`src/rtl/cache_pkg.sv`:
```
// Shared cache geometry and line-mover state encoding.
package cache_pkg;

  localparam int unsigned ADDR_W         = 12;
  localparam int unsigned BLK_W          = 8;
  localparam int unsigned OFF_W          = 4;
  localparam int unsigned DATA_W         = 32;
  localparam int unsigned WORDS_PER_LINE = 16;
  localparam int unsigned NUM_SETS       = 8;
  localparam int unsigned NUM_WAYS       = 4;

  typedef enum logic [1:0] {
    IDLE = 2'd0,
    WB   = 2'd1,
    FILL = 2'd2,
    DONE = 2'd3
  } mover_state_e;

endpackage

```
`src/rtl/cache_line_mover.sv`:
```
// Line-transfer engine: optional dirty-victim write-back followed by a line
// fill, each serialized into 16 single-word memory handshakes.
// Build option: CACHE_LINE_MOVER_CRIT_WORD_FIRST_EN starts the fill at the
// missed word offset and wraps modulo 16; otherwise the fill starts at 0.
module cache_line_mover
  import cache_pkg::*;
(
  input  logic              clk,
  input  logic              rst_n,
  input  logic              req_valid,
  output logic              req_ready,
  input  logic [BLK_W-1:0]  req_fill_blk,
  input  logic [OFF_W-1:0]  req_offset,
  input  logic              req_wb_en,
  input  logic [BLK_W-1:0]  req_wb_blk,
  output logic [OFF_W-1:0]  wb_idx,
  input  logic [DATA_W-1:0] wb_word,
  output logic              fill_valid,
  output logic [OFF_W-1:0]  fill_idx,
  output logic [DATA_W-1:0] fill_data,
  output logic              done,
  output logic              mem_req,
  output logic              mem_we,
  output logic [ADDR_W-1:0] mem_addr,
  output logic [DATA_W-1:0] mem_wdata,
  input  logic [DATA_W-1:0] mem_rdata,
  input  logic              mem_ack
);

  localparam logic [OFF_W-1:0] OFF_ONE = OFF_W'(1);

  mover_state_e      state_q, state_d;
  logic [OFF_W-1:0]  cnt_q, cnt_d;
  logic [OFF_W-1:0]  start_q, start_d;
  logic [BLK_W-1:0]  fill_blk_q, fill_blk_d;
  logic [BLK_W-1:0]  wb_blk_q, wb_blk_d;
  logic              fill_valid_q, fill_valid_d;
  logic [OFF_W-1:0]  fill_idx_q, fill_idx_d;
  logic [DATA_W-1:0] fill_data_q, fill_data_d;
  logic              done_q, done_d;

  logic [OFF_W-1:0]  req_start;
  logic [OFF_W-1:0]  cnt_inc;

`ifdef CACHE_LINE_MOVER_CRIT_WORD_FIRST_EN
  assign req_start = req_offset;
`else
  logic unused_req_offset;
  assign req_start         = '0;
  assign unused_req_offset = ^req_offset;
`endif

  assign cnt_inc = cnt_q + OFF_ONE;

  // Next-state, counter and combinational memory/cache-side outputs.
  // The fill ends when the incremented counter comes back round to the start
  // index, which covers both the 0..15 order and the wrapped order.
  always_comb begin
    state_d      = state_q;
    cnt_d        = cnt_q;
    start_d      = start_q;
    fill_blk_d   = fill_blk_q;
    wb_blk_d     = wb_blk_q;
    fill_valid_d = 1'b0;
    fill_idx_d   = fill_idx_q;
    fill_data_d  = fill_data_q;
    done_d       = 1'b0;
    req_ready    = 1'b0;
    mem_req      = 1'b0;
    mem_we       = 1'b0;
    mem_addr     = '0;
    mem_wdata    = '0;
    wb_idx       = '0;

    unique case (state_q)
      IDLE: begin
        req_ready = 1'b1;
        if (req_valid) begin
          fill_blk_d = req_fill_blk;
          wb_blk_d   = req_wb_blk;
          start_d    = req_start;
          if (req_wb_en) begin
            state_d = WB;
            cnt_d   = '0;
          end else begin
            state_d = FILL;
            cnt_d   = req_start;
          end
        end
      end
      WB: begin
        mem_req   = 1'b1;
        mem_we    = 1'b1;
        mem_addr  = {wb_blk_q, cnt_q};
        wb_idx    = cnt_q;
        mem_wdata = wb_word;
        if (mem_ack) begin
          cnt_d = cnt_inc;
          if (cnt_q == '1) begin
            state_d = FILL;
            cnt_d   = start_q;
          end
        end
      end
      FILL: begin
        mem_req  = 1'b1;
        mem_addr = {fill_blk_q, cnt_q};
        if (mem_ack) begin
          fill_valid_d = 1'b1;
          fill_idx_d   = cnt_q;
          fill_data_d  = mem_rdata;
          cnt_d        = cnt_inc;
          if (cnt_inc == start_q) begin
            state_d = DONE;
            done_d  = 1'b1;
          end
        end
      end
      DONE: begin
        state_d = IDLE;
        cnt_d   = '0;
      end
      default: begin
        state_d = IDLE;
        cnt_d   = '0;
      end
    endcase
  end

  // State, counter, latched request and registered fill/done outputs.
  always_ff @(posedge clk) begin
    if (!rst_n) begin
      state_q      <= IDLE;
      cnt_q        <= '0;
      start_q      <= '0;
      fill_blk_q   <= '0;
      wb_blk_q     <= '0;
      fill_valid_q <= 1'b0;
      fill_idx_q   <= '0;
      fill_data_q  <= '0;
      done_q       <= 1'b0;
    end else begin
      state_q      <= state_d;
      cnt_q        <= cnt_d;
      start_q      <= start_d;
      fill_blk_q   <= fill_blk_d;
      wb_blk_q     <= wb_blk_d;
      fill_valid_q <= fill_valid_d;
      fill_idx_q   <= fill_idx_d;
      fill_data_q  <= fill_data_d;
      done_q       <= done_d;
    end
  end

  assign fill_valid = fill_valid_q;
  assign fill_idx   = fill_idx_q;
  assign fill_data  = fill_data_q;
  assign done       = done_q;

endmodule

```
`config.mk`:
```
export PLATFORM = sky130hd
export DESIGN_NAME = cache_line_mover
export DESIGN_NICKNAME = d
export VERILOG_FILES = /design/src/rtl/cache_pkg.sv /design/src/rtl/cache_line_mover.sv
export SDC_FILE = /design/constraint.sdc
export NUM_CORES = 1
export LEC_CHECK = 0
export CORE_AREA = 2 2 89 91
export DETAILED_ROUTE_END_ITERATION = 6
export DIE_AREA = 0 0 91 93
export GPL_ROUTABILITY_DRIVEN = 0
export GPL_TIMING_DRIVEN = 0
export PLACE_DENSITY = 0.8
export SETUP_SLACK_MARGIN = 0.05
export SLEW_MARGIN = 20
export SYNTH_ARGS = -nofsm -noshare
export SYNTH_HDL_FRONTEND = slang
export SYNTH_SLANG_ARGS = --single-unit
```
`constraint.sdc`:
```
create_clock -name clk -period 1.8 [get_ports clk]
set_input_delay 0.36 -clock clk [delete_from_list [all_inputs] [get_ports clk]]
set_output_delay 0.36 -clock clk [all_outputs]
set_load 0.01 [all_outputs]
```
After elaboration in Yosys (flattened, before gate mapping)
Cells that the tools add are included.

Word-level logic and storage cells: 47. Input port bits: 89. Output and inout bits: 89. Bits in registers: 60.

Eq/ne operators: 9. Multiplexer cells: 20. Add/sub/neg operators: 1. Reduce and logical (&&, ||, !) cells: 9.

Operators by type and width (number): 2-to-1 mux 32 bit (1); case mux 12 bit (2 select lines) (1); 2-to-1 mux 4 bit (5); case mux 4 bit (4 select lines) (1); 2-to-1 mux 2 bit (6); != test 2 bit (second input constant) (5); case mux 2 bit (4 select lines) (1); AND reduction 2 bit (3); AND reduction 3 bit (2); 2-to-1 mux 1 bit (5); AND reduction 5 bit (1); adder 4 x 1 -> 4 bit (second input constant) (1); equality test 2 bit (second input constant) (2); equality test 4 bit (second input constant) (1); zero test 4 bit (1); equality test 2 x 1 -> 1 bit (second input constant) (1); zero test 2 bit (1); OR reduction 2 bit (1).

Logic depth before layout (Yosys ltp)
Gate-level depths: netlist of run 1.

Depth after elaboration: 5. Mapped depth: 7.

Worst setup path after synthesis of run 1
No wires, ideal clock.

Path kind: register -> output. Start point: register state_q[1]. End point: output port mem_wdata[10]. Arrival time: 1276 ps. Required time: 1440 ps. Cell stages (with the launch flop): 6. Buffers on the path: 2. Path slack: 164 ps. Path through: dfxtp_1 inv_1 ha_1 clkbuf_1 clkbuf_1 and2_1.

Word-level cells in the longest chain between the ends: 2.

RTL lines: start, declared (line cache_line_mover.sv:32) `mover_state_e state_q, state_d;`; start signal, assigned (line cache_line_mover.sv:143) `state_q <= state_d;`; equality test 2 x 1 -> 1 bit (line cache_line_mover.sv:75) `unique case (state_q)`; 2-to-1 mux 32 bit (line cache_line_mover.sv:75); end, declared (line cache_line_mover.sv:25) `output logic [DATA_W-1:0] mem_wdata,`.

No other way between the ends.

Worst setup path in the final report of run 1
Start point: register state_q[1]. End point: output port mem_addr[2].

Word-level cells in the longest chain between the ends: 2. Elaborated cells between the ends (all ways): 3. Classes of those cells: eq/ne (2); mux (1).

RTL lines: equality test 2 bit or equality test 2 x 1 -> 1 bit (tied branches) (line cache_line_mover.sv:75); case mux 12 bit (2 select lines) (*) (line cache_line_mover.sv:75); end, declared (line cache_line_mover.sv:24) `output logic [ADDR_W-1:0] mem_addr,`.

Mark *: on every way between the ends. The rest lies on a longest branch, timed or not.

==> results of run 1 <==
## worst max-delay path: cells and delay by family, from the launching register on
family / cells / cell delay (ps)
buffers and inverters: 3 / 300
DFF: 1 / 360
and+or+nand+nor: 1 / 160
adders and majority gates: 1 / 190
AOI/OAI and AO/OA: 1 / 230
## worst min-delay path by stage
stage                         end  depth (start not counted)
floorplan           fill_blk_q[0]                          2
global placement    fill_data[28]                          2
detailed placement  fill_blk_q[7]                          2
CTS                 fill_data[12]                          2
global route          fill_idx[3]                          2
finish              fill_data[15]                          2
## layer usage
layer	vias up	global-route usage	part of all wire
met3	19	0.0572	0.060
met4	0	0.0606	0.020
met2	111	0.384	0.51
met1	1396	0.249	0.41
met5	-	0	0
li1	1520	-	-
## registers in the layout, summed over array words and instances, names as in the netlist
name	cells
cnt_q	4
state_q	2
done	1
fill_data	32
fill_valid	1
wb_blk_q	8
fill_idx	4
fill_blk_q	8
## power groups by stage
stage	logic [mW]	registers, mW	clock network (mW)
floorplan	1.10	1.62	0
global placement	2.09	1.60	0
detailed placement	2.11	1.61	0
CTS	2.62	1.61	1.43
global route	3.03	1.63	1.47
finish	2.83	1.61	1.39
## final cells by class
cell class / count / area (um2) / share of cell area
clock buffer: 12 / 165 / 0.0333
tap: 102 / 128 / 0.0257
timing repair buffer: 190 / 1730 / 0.348
clock inverter: 4 / 70.1 / 0.0141
multi-input combinational: 257 / 1460 / 0.294
sequential: 60 / 1210 / 0.244
buffer: 24 / 191 / 0.0386
inverter: 3 / 13.8 / 0.00277
## kinds of logic after synthesis
logic type      synth area share
simple gates               0.317
flops                      0.453
xor+xnor                 0.00330
fa+ha+maj                 0.0189
compound gates             0.159
mux                      0.00378
buf+inv                   0.0448
## Yosys cell counts (2+ instances only)
cell type and count:
buf_1 2, a21oi_1 56, buf_2 8, nor2b_1 9
nand2b_1 2, clkbuf_1 13, and2_2 2, and2_1 41
dfxtp_1 60, ha_1 4, nand3_1 2, a22oi_1 8
inv_1 2, nand2_1 114, nand4b_1 3
## stage by stage
| step | instance area [um2] | hold WS (ps) | util |
|---|---|---|---|
| 2_1_floorplan | 2650 | 436 | - |
| 3_3_place_gp | 4510 | 441 | 0.599 |
| 3_5_place_dp | 4510 | 446 | 0.599 |
| 4_1_cts | 4880 | 455 | 0.648 |
| 5_1_grt | 4960 | 467 | 0.659 |
| 6_report | 4960 | 452 | 0.659 |
## repair_timing
item | CTS | global route
gates resized for setup | 256 | 17
endpoints found under the setup margin | 52 | 52
pin swaps | 9 | 4
setup buffers | 11 | 4
hold buffers | 0 | 0
cloned | 2 | 0
## placed cells by master (no fill, tap or decap), drive strengths merged, types with 2 or more instances in the layout
| master | instances |
|---|---|
| nand2 | 114 |
| ha | 4 |
| dfxtp | 60 |
| a21oi | 57 |
| bufinv | 2 |
| buf | 78 |
| clkinv | 2 |
| clkdlybuf4s50 | 122 |
| nand2b | 2 |
| nor2b | 9 |
| dlygate4sd2 | 2 |
| inv | 3 |
| clkbuf | 24 |
| a22oi | 8 |
| nand4b | 3 |
| and2 | 43 |
| nand3 | 2 |
==> impl_summary.log, run 1 <==
[metrics] share of the yosys chip area belonging to registers: 0.453
[metrics] number of cells after detailed placement: roughly 620
[metrics] initial cell density of the core: 0.352
[metrics] sequential fraction of design power: 0.277
[metrics] clock tree from TritonCTS: yes
[metrics] wire length of the first global-routing pass: 14500 um
[metrics] Period Utilization, post-route: 1.08
[metrics] Post-Syn Area: 2650 um2
[metrics] grt ovf: 0
[metrics] antenna violations before repair: 0
[metrics] post-placement worst setup slack: -567 ps
[metrics] fin. max-slew vios: 0
[metrics] number of inserted filler cells in the final layout: approximately 640
[metrics] library cell occupying the most area in the post-synthesis netlist: dfxtp_1
[metrics] FF-to-FF setup slack: ~20 ps
[metrics] length of the first detailed-routing pass in iterations: 6
[metrics] number of I/O pins: 178
[metrics] leakage: about 2 nW
[metrics] Routed wire per std cell: about 14 um
[metrics] number of global-route vias before repair: just under 3000
[metrics] status: complete, but fails checks
[metrics] pin slew with the least headroom to its limit: 552 ps
[metrics] worst hold path type: flop to flop
[metrics] Post-Layout Cell Count: approximately 650
[metrics] clock period minus worst slack: about 1900 ps
[metrics] power density over the cells: between 1000 and 1500 nW/um2
[metrics] die outline height: between 90 and 100 um
[metrics] Rows: 32
[metrics] data required time of the worst path: ~1400 ps
[metrics] diodes inserted: 0
[metrics] total clock buffers created by CTS: 9
[metrics] H-tree level count: 3
[metrics] core region area: ~7500 um2
[metrics] leading post-synthesis cells by cell area: dfxtp_1 45%, nand2_1 16%, a21oi_1 11%
[metrics] internal portion of total power: 3.89 mW
[metrics] IO buf count: around 170
[metrics] count of cell types in the netlist: 33
[metrics] share of Yosys cell area claimed by the top area cell type: 0.453
[metrics] critical path endpoint: mem_addr[2]
[metrics] violations in the final reports: setup timing
[metrics] relative slew slack: 0.632
[metrics] PnR worst setup slack: -136 ps
[metrics] post-synth net total: 437
[metrics] worst supply voltage drop on vdd: just over 700 uV
[metrics] fraction of final layout cells with drive strength greater than 1: 0.249
[metrics] asr flop ratio synth: 0
[metrics] slowest stage cell, crit path: dfxtp_4
[metrics] count of clock tree sinks: 60
[metrics] combined global-route utilization of all metal layers: 0.213
[metrics] Syn. warnings: 0
[metrics] CTS Buffer Depth: 2
[metrics] cell at the root of the clock tree: clkbuf_8
[metrics] number of nets with antenna violations after routing: 0
[metrics] highest fanout seen on the critical path: 5
[metrics] Worst Skew: ~2.4 ps
[metrics] R2R Path Start: state_q[1]
[metrics] total half-perimeter wirelength after legalization and detailed placement: roughly 6300 um
[metrics] TNS Setup: -2940 ps
[metrics] total power: 5.84 mW
[metrics] wire length after detailed routing: between 9000 and 10000 um
[metrics] share of power burned in combinational logic: 0.485
[metrics] vias per std cell: 4.67
[metrics] Post-route DRC: 0
[metrics] Clk Latency, worst-skew pair: around 330 ps
[metrics] Net Switching: ~1.9 mW
[metrics] pin count of the biggest net entering global routing: 11
[metrics] launching element of the worst setup path: state_q[1]
[metrics] Die W: approximately 90 um
[metrics] dominant register cell in the synthesized netlist: dfxtp_1
[metrics] drt initial violations: 97
[metrics] r2r endpoint: cnt_q[0]
[metrics] highest cell delay on the worst timing path: between 300 and 400 ps
[metrics] # setup viols final: between 40 and 50
[metrics] Data arrival, critical path: around 1600 ps
[metrics] unrepaired setup endpoints after global routing: true
[metrics] flip-flop and latch count after synthesis: 60
[metrics] DIE AREA: 8460 um2
[metrics] worst hold path startpoint: fill_data[15]
[metrics] Sw Ratio: 0.333
[metrics] element type at the critical path start: flop
[metrics] length in cells of the worst reg-to-reg path: 8
[metrics] cell chain of the critical path: inv_4 -> ha_4 -> buf_8 -> o21a_4 -> and2_4 -> buf_6
[metrics] Max Cap Viol: 0
[metrics] Max Clock Freq: 0.517 GHz
[metrics] Final Hold Violating Endpoints: 0
[metrics] part of the power in the clock network: 0.238
[metrics] number of enable-type register cells in the synthesized netlist: 0
[metrics] Avg Inst Size Synth: approximately 7.7 um2
[metrics] clock-pin slew of the registers on the worst-case setup and hold paths: 60 ps
[metrics] Critical Path Sink Type: output port
[metrics] synthesized instance count: 344
[metrics] synthesis-to-layout area growth: 87.1%
[metrics] count of vias placed by the detailed router: slightly above 3000
[metrics] net total in the final layout: about 640
[metrics] Worst Setup Path Type: flop to output port
No activity file was read; power rests on OpenSTA's default activity.
==> run 2, diff against run 1 <==
--- a/config.mk
+++ b/config.mk
@@ -5,12 +5,14 @@
 export SDC_FILE = /design/constraint.sdc
 export NUM_CORES = 1
 export LEC_CHECK = 0
-export CORE_AREA = 2 2 89 91
+export CAP_MARGIN = 20
+export CORE_AREA = 2 2 86 88
+export CTS_CLUSTER_DIAMETER = 50
 export DETAILED_ROUTE_END_ITERATION = 6
-export DIE_AREA = 0 0 91 93
+export DIE_AREA = 0 0 88 90
 export GPL_ROUTABILITY_DRIVEN = 0
 export GPL_TIMING_DRIVEN = 0
-export PLACE_DENSITY = 0.8
+export PLACE_DENSITY = 0.85
 export SETUP_SLACK_MARGIN = 0.05
 export SLEW_MARGIN = 20
 export SYNTH_ARGS = -nofsm -noshare
==> constraint.sdc (replaced) <==
create_clock -name clk -period 2.5 [get_ports clk]
set_input_delay 0.5 -clock clk [delete_from_list [all_inputs] [get_ports clk]]
set_output_delay 0.5 -clock clk [all_outputs]
set_load 0.01 [all_outputs]
==> impl_summary.log, run 2 (synthesized netlist as in run 1, its figures left out) <==
[metrics] # setup viols final: 0 (-100%)
[metrics] diodes inserted: 0 (unchanged)
[metrics] antenna violations before repair: 0 (unchanged)
[metrics] most common cell after layout, fill and taps aside: clkdlybuf4s50_1
[metrics] total half-perimeter wirelength after legalization and detailed placement: 6310 um (about the same)
[metrics] grt ovf: 0 (unchanged)
[metrics] count of clock tree sinks: 60 (unchanged)
[metrics] PnR worst setup slack: 138 ps (+274 ps)
[metrics] relative slew slack: 0.649 (+0.0170)
[metrics] worst hold path type: flop to flop
[metrics] number of nets with antenna violations after routing: 0 (unchanged)
[metrics] vias per std cell: 4.59 (-1.8%)
[metrics] CTS Buffer Depth: 2 (unchanged)
[metrics] element type at the critical path start: flop
[metrics] wire length after detailed routing: 8230 um (-12%)
[metrics] data required time of the worst path: 2000 ps (+560 ps)
[metrics] worst supply voltage drop on vdd: 586 uV (-17%)
[metrics] length of the first detailed-routing pass in iterations: 5 (-1)
[metrics] cell at the root of the clock tree: clkbuf_8
[metrics] number of I/O pins: 178 (unchanged)
[metrics] Post-Layout Cell Count: 633 (-2.9%)
[metrics] cell chain of the critical path: inv_2 -> ha_4 -> clkbuf_8 -> buf_4 -> and2_1 -> clkdlybuf4s50_1
[metrics] Critical Path Sink Type: output port
[metrics] drt initial violations: 97 (unchanged)
[metrics] category of cells accounting for the largest share of critical-path delay: buffers and inverters
[metrics] Area after DPL: 4510 um2 (about the same)
[metrics] combined global-route utilization of all metal layers: 0.206 (-0.00712)
[metrics] unrepaired setup endpoints after global routing: true
[metrics] TNS Setup: 0 ps (+2940 ps)
[metrics] wire length of the first global-routing pass: 13000 um (-10%)
[metrics] count of vias placed by the detailed router: 2905 (-4.6%)
[metrics] total clock buffers created by CTS: 9 (unchanged)
[metrics] worst hold slack: 454 ps (+2.29 ps)
[metrics] max FFs per register: 32 (unchanged)
[metrics] Worst Skew: 7.92 ps (+5.52 ps)
[metrics] number of global-route vias before repair: 2816 (-4.5%)
[metrics] highest fanout seen on the critical path: 10 (+5)
[metrics] Period Utilization, post-route: 0.945
[metrics] core region area: 7020 um2 (-6.7%)
[metrics] leading cell types in the layout, fill and taps excluded: 133 x clkdlybuf4s50_1, 114 x nand2_1, 59 x dfxtp_1
[metrics] total buffers and inverters traversed by the critical path: 4 (+1)
[metrics] Data arrival, critical path: 1860 ps (+280 ps)
[metrics] Max Cap Viol: 0 (unchanged)
[metrics] fin area: 4890 um2 (-1.5%)
[metrics] leakage: 2.26 nW (+15%)
[metrics] pin slew with the least headroom to its limit: 527 ps (-25.4 ps)
[metrics] fraction of final layout cells with drive strength greater than 1: 0.0843 (-0.165)
[metrics] highest cell delay on the worst timing path: 520 ps (+160 ps)
[metrics] power density over the cells: 780 nW/um2 (-34%)
[metrics] net total in the final layout: 622 (-2.5%)
[metrics] H-tree level count: 3 (unchanged)
[metrics] clock-pin slew of the registers on the worst-case setup and hold paths: 60 ps (about the same)
[metrics] status: finished, final reports clean
[metrics] synthesis-to-layout area growth: 84.4%
[metrics] total power: 3.81 mW (-35%)
[metrics] Max Clock Freq: about 0.42 GHz
[metrics] die outline height: 90 um (-3.2%)
[metrics] slowest stage cell, crit path: clkdlybuf4s50_1
[metrics] DIE AREA: 7920 um2 (-6.4%)
[metrics] Rows: 31 (-3.1%)
[metrics] post-placement worst setup slack: -19.3 ps (+548 ps)
[metrics] number of cells after detailed placement: 616 (-0.48%)
[metrics] Die W: 88 um (-3.3%)
[metrics] fin. max-slew vios: 0 (unchanged)
[metrics] pin count of the biggest net entering global routing: 12 (+1)
[metrics] Post-route DRC: 0 (unchanged)
[metrics] clock tree from TritonCTS: yes
[metrics] utilization after layout: 0.696 (+0.0372)
[metrics] initial cell density of the core: 0.378 (+0.0254)
[metrics] Routed wire per std cell: 13.0 um (-9.4%)
[metrics] IO buf count: 173 (unchanged)
[metrics] clock period minus worst slack: ~2400 ps
[metrics] Final Hold Violating Endpoints: 0 (unchanged)
[metrics] Worst Setup Path Type: flop to output port
[metrics] Clk Latency, worst-skew pair: 340 ps (about the same)
## run 2: cell type report
type / count / area (um2)
fill: 553 / 2130
timing repair buffer: 174 / 1790
multi-input combinational: 257 / 1370
sequential: 60 / 1200
buffer: 24 / 145
clock buffer: 10 / 138
tap: 99 / 124
clock inverter: 6 / 111
inverter: 3 / 11.3
## run 2: report_power, final
group          internal (mW)  switching [mW]
clock network          0.689           0.379
registers               1.07          0.0675
logic                  0.835           0.770
total                   2.60            1.22
## run 2: what timing repair did
item	CTS	global route
hold buffers	0	0
resized for setup	27	38
endpoints found under the setup margin	48	30
gates cloned	0	0
buffers inserted	1	0
## run 2: path summary, 6_finish.rpt
| path | start | to | slack, ps | depth (start not counted) |
|---|---|---|---|---|
| max | state_q[1] | mem_wdata[15] | 140 | 6 |
| max reg2reg | state_q[0] | fill_data[26] | 780 | 7 |
| min | fill_blk_q[7] | fill_blk_q[7] | 450 | 2 |
| min reg2reg | fill_blk_q[7] | fill_blk_q[7] | 450 | 2 |
## run 2: metal layers
layer | part of all wire | wire, um | track usage
met1 | 0.42 | 3430 | 0.239
met2 | 0.51 | 4160 | 0.360
met3 | 0.066 | 540 | 0.0606
met4 | 0.012 | 96 | 0.0590
met5 | 0 | 0 | 0
## run 2: worst min-delay path: stages, from the launching register on
cell	delay (ps)
dfxtp_1	310
nand2_1	50
a21oi_1	50
